<file path="src/rtl/count_pkg.sv">
// count_pkg: shared opcode constants and FSM state encoding for count_sequencer
package count_pkg;
  localparam logic [1:0] OP_LOAD = 2'b00;
  localparam logic [1:0] OP_UP = 2'b01;
  localparam logic [1:0] OP_DOWN = 2'b10;
  localparam logic [1:0] OP_HOLD = 2'b11;
  typedef enum logic [1:0] {IDLE, RUN, DONE} state_t;
endpackage

</file>
<file path="src/rtl/up_down_step_counter.sv">
// up_down_step_counter: loadable mod-2^WIDTH up/down counter; in clock,clear,load,load_value,step,up; out count,wrap (registered pulse after a wrapping step)
module up_down_step_counter #(
  parameter int WIDTH = 4
) (
  input  logic             clock,
  input  logic             clear,
  input  logic             load,
  input  logic [WIDTH-1:0] load_value,
  input  logic             step,
  input  logic             up,
  output logic [WIDTH-1:0] count,
  output logic             wrap
);
  always_ff @(posedge clock)
    if (clear) begin
      count <= '0;
      wrap <= 1'b0;
    end else begin
      wrap <= !load && step && (up ? &count : ~|count);
      count <= load ? load_value : step ? (up ? count + 1'b1 : count - 1'b1) : count;
    end
endmodule

</file>
<file path="src/rtl/count_sequencer.sv">
// count_sequencer: command FSM (LOAD/UP/DOWN/HOLD) over a step counter; in clock,clear,cmd_valid,cmd_op,cmd_data,abort; out cmd_ready,count,busy,done,wrap
module count_sequencer
  import count_pkg::*;
#(
  parameter int WIDTH = 4
) (
  input  logic             clock,
  input  logic             clear,
  input  logic             cmd_valid,
  output logic             cmd_ready,
  input  logic [1:0]       cmd_op,
  input  logic [WIDTH-1:0] cmd_data,
  input  logic             abort,
  output logic [WIDTH-1:0] count,
  output logic             busy,
  output logic             done,
  output logic             wrap
);
  state_t state;
  logic [WIDTH-1:0] remaining;
  logic up;
  logic accept;
  logic step;
  assign cmd_ready = state == IDLE;
  assign accept = cmd_valid && cmd_ready;
  assign step = state == RUN && !abort;
  up_down_step_counter #(.WIDTH(WIDTH)) u_ctr (
    .clock(clock),
    .clear(clear),
    .load(accept && cmd_op == OP_LOAD),
    .load_value(cmd_data),
    .step(step),
    .up(up),
    .count(count),
    .wrap(wrap)
  );
  always_ff @(posedge clock)
    if (clear) begin
      state <= IDLE;
      remaining <= '0;
      up <= 1'b0;
      done <= 1'b0;
      busy <= 1'b0;
    end else
      case (state)
        IDLE:
          if (cmd_valid) begin
            busy <= 1'b1;
            if ((cmd_op == OP_UP || cmd_op == OP_DOWN) && cmd_data != '0) begin
              state <= RUN;
              remaining <= cmd_data;
              up <= cmd_op == OP_UP;
            end else begin
              state <= DONE;
              done <= 1'b1;
            end
          end
        RUN: begin
          if (!abort) remaining <= remaining - 1'b1;
          if (abort || remaining == WIDTH'(1)) begin
            state <= DONE;
            done <= 1'b1;
          end
        end
        DONE: begin
          state <= IDLE;
          done <= 1'b0;
          busy <= 1'b0;
        end
        default: state <= IDLE;
      endcase
endmodule

</file>
<file path="config.mk">
export PLATFORM = sky130hd
export DESIGN_NAME = count_sequencer
export DESIGN_NICKNAME = d
export VERILOG_FILES = /design/src/rtl/count_pkg.sv /design/src/rtl/up_down_step_counter.sv /design/src/rtl/count_sequencer.sv
export SDC_FILE = /design/constraint.sdc
export NUM_CORES = 1
export LEC_CHECK = 0
export CAP_MARGIN = 25
export CORE_MARGIN = 2
export CORE_UTILIZATION = 50
export CTS_CLUSTER_DIAMETER = 50
export DETAILED_ROUTE_END_ITERATION = 6
export GPL_ROUTABILITY_DRIVEN = 1
export GPL_TIMING_DRIVEN = 0
export PLACE_DENSITY = 0.82
export SYNTH_ARGS = -nofsm -noshare
export SYNTH_HDL_FRONTEND = slang
export SYNTH_HIERARCHICAL = 1
export SYNTH_SLANG_ARGS = --single-unit
export TNS_END_PERCENT = 5
</file>
<file path="constraint.sdc">
create_clock -name clock -period 2.2 [get_ports clock]
set_input_delay 0.22 -clock clock [delete_from_list [all_inputs] [get_ports clock]]
set_output_delay 0.22 -clock clock [all_outputs]
set_load 0.03 [all_outputs]
</file>
==> After elaboration in Yosys (flattened, before gate mapping) <==
Cells that the tools add are included.
Widths: inputs -> output; s select.
{ "totals": {"reg_bits": 14, "input_bits": 10, "out_inout_bits": 8, "elab_cells": 63} }
{ "op_classes": {"add_sub_neg": 3, "eq_ne": 10, "mux": 18, "reduce_logical": 25} }
{ "op_table": {"columns": ["cell", "count"], "rows": [
  ["$mux 4", 6],
  ["$reduce_and 4->1", 3],
  ["$pmux 4 s2", 1],
  ["$sub 4x1->4 const B", 2],
  ["$logic_and 1x1->1", 6],
  ["$mux 2", 3],
  ["$ne 2x2->1 const B", 3],
  ["$reduce_bool 2->1", 3],
  ["$mux 1", 5],
  ["$add 4x1->4 const B", 1],
  ["$eq 2x1->1 const B", 2],
  ["$eq 2x2->1 const B", 2],
  ["$eq 4x1->1 const B", 1],
  ["$logic_not 2->1", 2],
  ["$ne 2x1->1 const B", 2],
  ["$pmux 2 s2", 1],
  ["$reduce_and 2->1", 2],
  ["$reduce_bool 4->1", 1],
  ["$reduce_or 4->1", 1],
  ["$logic_not 1->1", 3],
  ["$pmux 1 s3", 1],
  ["$reduce_and 3->1", 1],
  ["$reduce_bool 3->1", 1],
  ["$logic_or 1x1->1", 2],
  ["$pmux 1 s2", 1]
]} }

==> Depth between registers and ports, before layout <==
Gate-level depths: netlist of run 1.
{ "logic_depth": {"ltp_word": 6, "mapped_depth": 7, "depth_no_buf": 6} }

==> By module <==
The synthesis of run 1 kept the hierarchy.
{ "modules_own_cells": {"columns": ["module", "n_inst", "cells_each", "area_each_um2", "seq_area_each_um2"], "rows": [
  ["count_sequencer", 1, 66, 583.1, 180.2],
  ["up_down_step_counter", 1, 35, 332.8, 100.1]
]} }

==> Worst setup path before layout of run 1 <==
OpenSTA, ideal clock, no wires.
{ "synth_timing": {"path_type": "register to register", "startpoint": "register state[1]", "endpoint": "register u_ctr.count[3]", "setup_time_ns": 0.088, "arrival_time_ns": 1.651, "required_time_ns": 2.112, "path_slack_ns": 0.461, "path_stages_with_launch": 6, "path_buffers": 1, "synth_period_minus_slack_ns": 1.739, "cell_sequence": "dfxtp_1 > nor2_2 > and3_2 > buf_6 > or3b_1 > o32ai_2"} }
{ "synth_between": {"elab_chain_cells": 4, "elab_cells_between_ends": 7, "classes_between": "eq/ne (1); mux (1); reduce/logical (5)"} }
{ "synth_rtl": {"columns": ["element", "line_no", "rtl"], "rows": [
  ["start, declared", "count_sequencer.sv:19", "state_t state;"],
  ["start signal, assigned", "count_sequencer.sv:39", "state <= IDLE;"],
  ["start signal, assigned", "count_sequencer.sv:50", "state <= RUN;"],
  ["start signal, assigned", "count_sequencer.sv:54", "state <= DONE;"],
  ["$logic_not 2->1 *", "count_sequencer.sv:24", "assign cmd_ready = state == IDLE;"],
  ["net cmd_ready", "count_sequencer.sv:10", "output logic cmd_ready,"],
  ["$logic_and 1x1->1 *", "count_sequencer.sv:25", "assign accept = cmd_valid && cmd_ready;"],
  ["$logic_and 1x1->1 *", "count_sequencer.sv:30", ".load(accept && cmd_op == OP_LOAD),"],
  ["$mux 4 or $reduce_bool 2->1 (tied branches)", null, null],
  ["end signal, assigned", "up_down_step_counter.sv:20", "count <= load ? load_value : step ? (up ? count + 1'b1 : count - 1'b1) : count;"],
  ["end, declared", "up_down_step_counter.sv:11", "output logic [WIDTH-1:0] count,"]
]} }
Mark *: on every way through the listed nets, which the timed path passes. The rest lies on a longest branch.
A chain may end at the register's enable or synchronous reset.

==> Final worst setup path of run 1 <==
{ "layout_timing": {"startpoint": "register state[1]", "endpoint": "output cmd_ready"} }
{ "layout_between": {"elab_chain_cells": 1} }
{ "layout_rtl": {"columns": ["element", "line_no"], "rows": [
  ["$logic_not 2->1", "count_sequencer.sv:24"],
  ["end, declared", "count_sequencer.sv:10"]
]} }
No other way between the ends.

==> results of run 1 <==
-- cell type report --
cell class                 count  area (um^2)  share of cell area (%)
multi-input combinational     77          583                    51.2
timing repair buffer          17          170                    14.9
clock buffer                   3         22.5                    1.98
sequential                    14          280                    24.6
inverter                       7         26.3                    2.31
buffer                         3         26.3                    2.31
tap                           25         31.3                    2.74
-- layer usage --
| layer | vias up | GRT usage [%] |
|---|---|---|
| met2 | 29 | 25.8 |
| li1 | 404 | - |
| met1 | 375 | 26.9 |
| met3 | 2 | 6.15 |
| met4 | 0 | 8.33 |
| met5 | - | 0 |
-- cell usage after synthesis, drive strengths merged, types with 2 or more instances --
| cell | instances | share of area, % |
|---|---|---|
| buf | 3 | 2.9 |
| and3 | 3 | 2.2 |
| nor2 | 8 | 3.6 |
| nor3b | 3 | 3.7 |
| dfxtp | 14 | 31 |
| xor2 | 2 | 1.9 |
| inv | 7 | 2.9 |
| nor3 | 5 | 2.7 |
| nand2b | 2 | 2.2 |
| mux2i | 3 | 3.3 |
| ha | 6 | 8.2 |
| nand2 | 5 | 2.0 |
| a211o | 2 | 2.2 |
| o32ai | 2 | 2.7 |
| nand3 | 3 | 1.6 |
| o21ai | 4 | 2.2 |
| and2b | 2 | 1.8 |
| a21oi | 13 | 7.1 |
-- per-stage QoR --
stage	utilization [%]	hold slack, ns	setup slack, ns
2_1_floorplan	-	0.289	0.461
3_3_place_gp	64.7	0.461	0.185
3_5_place_dp	64.7	0.465	0.141
4_1_cts	66.0	0.477	0.289
5_1_grt	66.0	0.501	0.243
6_report	66.0	0.477	0.302
-- cell families after synthesis --
| logic type | after synthesis |
|---|---|
| adders and majority gates | 7 |
| DFF | 14 |
| and+or+nand+nor | 36 |
| muxes | 4 |
| xor gates and xnor gates | 3 |
| AOI/OAI and AO/OA | 27 |
| buffers and inverters | 10 |
-- worst paths after layout --
kind                                   from                           to  slack (ns)  cells after the start
setup / recovery      state[1]$_SDFFE_PP0P_                    cmd_ready        0.30                      2
hold / removal    remaining[1]$_SDFFE_PP0P_    remaining[1]$_SDFFE_PP0P_        0.48                      2
setup reg to reg      state[1]$_SDFFE_PP0P_  u_ctr/count[3]$_SDFFE_PP0P_        0.40                      5
hold reg to reg   remaining[1]$_SDFFE_PP0P_    remaining[1]$_SDFFE_PP0P_        0.48                      2
-- where the power goes --
| group | switching (mW) | internal, mW |
|---|---|---|
| logic | 0.122 | 0.113 |
| clock network | 0.0793 | 0.0636 |
| registers | 0.0266 | 0.276 |
| total | 0.228 | 0.452 |
-- placed cells by master, fill, tap and decap left out, drive strengths merged, types with 3 or more instances in the layout --
cell           synthesis  final
nand2                  5      5
nor2                   8      8
buf                    3      3
dfxtp                 14     14
a21oi                 13     13
inv                    7      7
clkdlybuf4s50          0     17
nor3                   5      5
mux2i                  3      3
o21ai                  4      4
and3                   3      3
ha                     6      6
nor3b                  3      3
clkbuf                 0      3
nand3                  3      3
-- worst max-delay path, cell delays in order (launching register included) --
cell and delay [ns]:
dfxtp_1 0.42, nor2_2 0.26, clkdlybuf4s50_1 0.72
-- flip-flops by register name, summed over array words and instances, names as in the netlist --
name / flops
u_ctr/count: 4
state: 2
up: 1
busy: 1
remaining: 4
u_ctr/wrap: 1
done: 1
==> impl_metrics.json, run 1 <==
{
  "ys_warn_count": 6,
  "grt_pass1_vias": 665,
  "cp.arrival_ns": 1.68,
  "ys_ff_latch": 14,
  "cp.required_ns": 1.98,
  "endpoint_kind": "output port",
  "drv_slew": 0,
  "viasPerCell": 5.55,
  "power_mw": 0.680,
  "synth-async-reset-ratio_pct": 0,
  "ctsRootBufferMaster": "clkbuf_4",
  "ioPinCount": 18,
  "place_inst": 143,
  "fmax_mhz": 527,
  "max_slew.worst_pin.slew_ns": 0.453,
  "cts.sink_count": 14,
  "post_cts_buffers": 0,
  "num_vias": 810,
  "rsz0062_at_grt": "no",
  "firstDrtPassIters": 5,
  "design_area_um2": 1140,
  "fin_cells": 146,
  "min_period_ns": 1.90,
  "wl_per_cell_um": 12.7,
  "ant_nets": 0,
  "cts_hold_buf": 0,
  "synthAdderAreaFrac_pct": 10.4,
  "num-fill-cells": 151,
  "ys.flop_type": "dfxtp_1",
  "synth_fp_nets": 118,
  "drt-total-wl_um": 1860,
  "wl_met1_um": 930,
  "worstHoldPathType": "reg -> reg",
  "rows": 15,
  "syn_to_final_growth_pct": 24.5,
  "nets": 140,
  "synth_area_um2": 916,
  "grt-ovfl-total": 0,
  "finClkSkew_ns": 0.00227,
  "synth_xor_area_share_pct": 2.87,
  "worst_setup_path_start_kind": "flop",
  "drc": 0,
  "cts-buffers-inserted": 3,
  "grt_usage_pct": 18.9,
  "peakVddDrop_mv": 0.406,
  "drive_gt1_share_pct": 14.9,
  "ys_types": 40,
  "path_class": "reg -> out",
  "ctsHtreeMaxLevel": 1,
  "synthMuxAreaShare_pct": 4.51,
  "design.die.area_um2": 2190,
  "place.gp.congestion": 0.789,
  "insertion_delay_ns": 0.28,
  "slew_headroom_pct": 69.8,
  "yosys.area_share.simple_pct": 23.9,
  "syn_inst": 101,
  "hpwl_um": 1380,
  "num_antenna_cells": 0,
  "dieWidth_um": 46.8,
  "cts_tree": "yes",
  "portBuffers": 17,
  "die_h_um": 46.8,
  "grt_max_degree": 11,
  "synth-edff-count": 0,
  "cts_resized": 0,
  "p_leak_nw": 0.448,
  "worstPathMaxFanout": 8,
  "avgSynthCellArea_um2": 9.07,
  "highest_layer": "met4",
  "synth_compound_area_share_pct": 22.0,
  "outcome": "completed",
  "path_clk_slew_ns": 0.08,
  "synth_top_family_by_area": "simple AND/OR/NAND/NOR gates",
  "hold_viol_final": 0,
  "fin_setup_tns_ns": 0,
  "power_density_nw_per_um2": 597,
  "wl_met3_um": 109,
  "maxCapViolCount": 0,
  "clockBufferDepth": 2,
  "grt_pass1_wl_um": 2900,
  "met2_length_um": 802,
  "fin_crit_sh_pct": 86.3,
  "setup_violations": 0,
  "core_um2": 1730,
  "yosysSeqAreaShare_pct": 30.6,
  "start_util_pct": 53.0,
  "placed_area_um2": 1120,
  "first_iter_violations": 30,
  "antenna_found_initial": 0
}
(Power assumes the default switching activity.)
==> run 2: changes to the inputs <==
--- a/config.mk
+++ b/config.mk
@@ -6,13 +6,14 @@
 export NUM_CORES = 1
 export LEC_CHECK = 0
 export CAP_MARGIN = 25
-export CORE_MARGIN = 2
+export CORE_MARGIN = 10
 export CORE_UTILIZATION = 50
 export CTS_CLUSTER_DIAMETER = 50
 export DETAILED_ROUTE_END_ITERATION = 6
 export GPL_ROUTABILITY_DRIVEN = 1
 export GPL_TIMING_DRIVEN = 0
 export PLACE_DENSITY = 0.82
+export SLEW_MARGIN = 20
 export SYNTH_ARGS = -nofsm -noshare
 export SYNTH_HDL_FRONTEND = slang
 export SYNTH_HIERARCHICAL = 1
==> run 2 against run 1 <==
  * Routed wire length grew 9.2%
  * Count of clock-buffer cells in the layout up 1
  * Clock power increased by 32%
  * Sequential cell count is the same
  * Maximum frequency is 0.99% lower
  * Die area up 80%
  * Clock skew increased by 0.0041 ns
  * Cell area increased by 1.2%
  * Sequential share of layout area decreased by 0.29 points
  * Critical endpoint unchanged
==> impl_metrics.json, run 2 (synthesis gave the netlist of run 1 again) <==
{
  "endpoint_kind": "output port",
  "cts-buffers-inserted": 3,
  "p_leak_nw": 0.455,
  "outcome": "completed",
  "dieWidth_um": 62.8,
  "drt-total-wl_um": 2030,
  "portBuffers": 17,
  "finClkSkew_ns": 0.00635,
  "clockBufferDepth": 2,
  "final_common_cell": "clkdlybuf4s50_1",
  "rrSetupSlack_ns": 0.40,
  "min_period_ns": 1.92,
  "num_vias": 803,
  "hold_viol_final": 0,
  "slew_headroom_pct": 69.4,
  "cts_tree": "yes",
  "cts_resized": 0,
  "first_iter_violations": 14,
  "utilization_pct": 66.8,
  "firstDrtPassIters": 4,
  "fin_setup_tns_ns": 0,
  "setup_violations": 0,
  "hpwl_um": 1550,
  "worst_setup_path_start_kind": "flop",
  "top_regs": "remaining: 4 flops, u_ctr/count: 4 flops, state: 2 flops",
  "path_clk_slew_ns": 0.09,
  "cts_hold_buf": 0,
  "fin_crit_sh_pct": 87.1,
  "viasPerCell": 5.46,
  "rsz0062_at_grt": "no",
  "ioPinCount": 18,
  "peakVddDrop_mv": 0.453,
  "place.gp.congestion": 0.788,
  "power_mw": 0.727,
  "num_antenna_cells": 0,
  "grt_pass1_vias": 811,
  "power_density_nw_per_um2": 630,
  "grt_pass1_wl_um": 3510,
  "final_cell_mix": "17 x clkdlybuf4s50_1, 14 x dfxtp_1, 13 x a21oi_1, 7 x inv_1, 7 x nor2_1",
  "design.die.area_um2": 3940,
  "insertion_delay_ns": 0.29,
  "ant_nets": 0,
  "worstHoldPathType": "reg -> reg",
  "max_slew.worst_pin.slew_ns": 0.459,
  "die_h_um": 62.8,
  "cp.required_ns": 1.98,
  "antenna_found_initial": 0,
  "path_class": "reg -> out",
  "nets": 140,
  "rows": 15,
  "grt_usage_pct": 10.6,
  "maxCapViolCount": 0,
  "drv_slew": 0,
  "dpl_worst_slack_ns": 0.157,
  "cts.sink_count": 14,
  "cp.arrival_ns": 1.70,
  "grt-ovfl-total": 0,
  "start_util_pct": 53.0,
  "fin_ws_ns": 0.283,
  "num-fill-cells": 152,
  "fmax_mhz": 522,
  "ctsRootBufferMaster": "clkbuf_4",
  "worstPathMaxFanout": 8,
  "drc": 0,
  "post_cts_buffers": 0,
  "core_um2": 1730,
  "drive_gt1_share_pct": 15.6,
  "ctsHtreeMaxLevel": 1,
  "syn_to_final_growth_pct": 26.0,
  "wl_per_cell_um": 13.8,
  "grt_max_degree": 11
}
-- run 2: cell count changes in the layout (fill, tap and decap cells not counted), sizes merged --
cell / before / now
clkbuf: 3 / 4
-- run 2: worst max-delay path, stage by stage (launching register included) --
cell and delay, ns:
dfxtp_1 0.42, nor2_2 0.26, clkdlybuf4s50_1 0.73
-- run 2: per-stage QoR --
step / hold WS, ns / instance area, um^2 / instances
after floorplan: 0.289 / 916 / 101
after global placement: 0.462 / 1120 / 143
after detailed placement: 0.467 / 1120 / 143
after CTS: 0.478 / 1150 / 147
after global routing: 0.492 / 1150 / 147
final: 0.475 / 1150 / 147
-- run 2: final timing paths --
kind         depth (start not counted)                      start                     endpoint
max                                  2      state[1]$_SDFFE_PP0P_                    cmd_ready
min                                  2  remaining[1]$_SDFFE_PP0P_    remaining[1]$_SDFFE_PP0P_
max reg2reg                          5      state[1]$_SDFFE_PP0P_  u_ctr/count[3]$_SDFFE_PP0P_
min reg2reg                          2  remaining[1]$_SDFFE_PP0P_    remaining[1]$_SDFFE_PP0P_
-- run 2: layout make-up --
| type | count | area (um^2) | share of cell area (%) |
|---|---|---|---|
| buffer | 3 | 26.3 | 2.28 |
| clock buffer | 4 | 36.3 | 3.15 |
| inverter | 7 | 26.3 | 2.28 |
| multi-input combinational | 77 | 583 | 50.5 |
| sequential | 14 | 280 | 24.3 |
| tap | 25 | 31.3 | 2.71 |
| timing repair buffer | 17 | 170 | 14.8 |
-- run 2: routing by layer --
| layer | up-vias | track usage, % | wire (um) |
|---|---|---|---|
| met2 | 22 | 16.8 | 892 |
| met5 | - | 0 | 0 |
| met3 | 4 | 5.56 | 146 |
| met1 | 372 | 12.0 | 964 |
| met4 | 0 | 3.35 | 25 |
| li1 | 405 | - | - |
-- run 2: where the power goes --
part,total [mW],internal [mW],switching [mW]
Clock,0.189,0.101,0.0878
Sequential,0.302,0.276,0.0260
Combinational,0.237,0.113,0.124
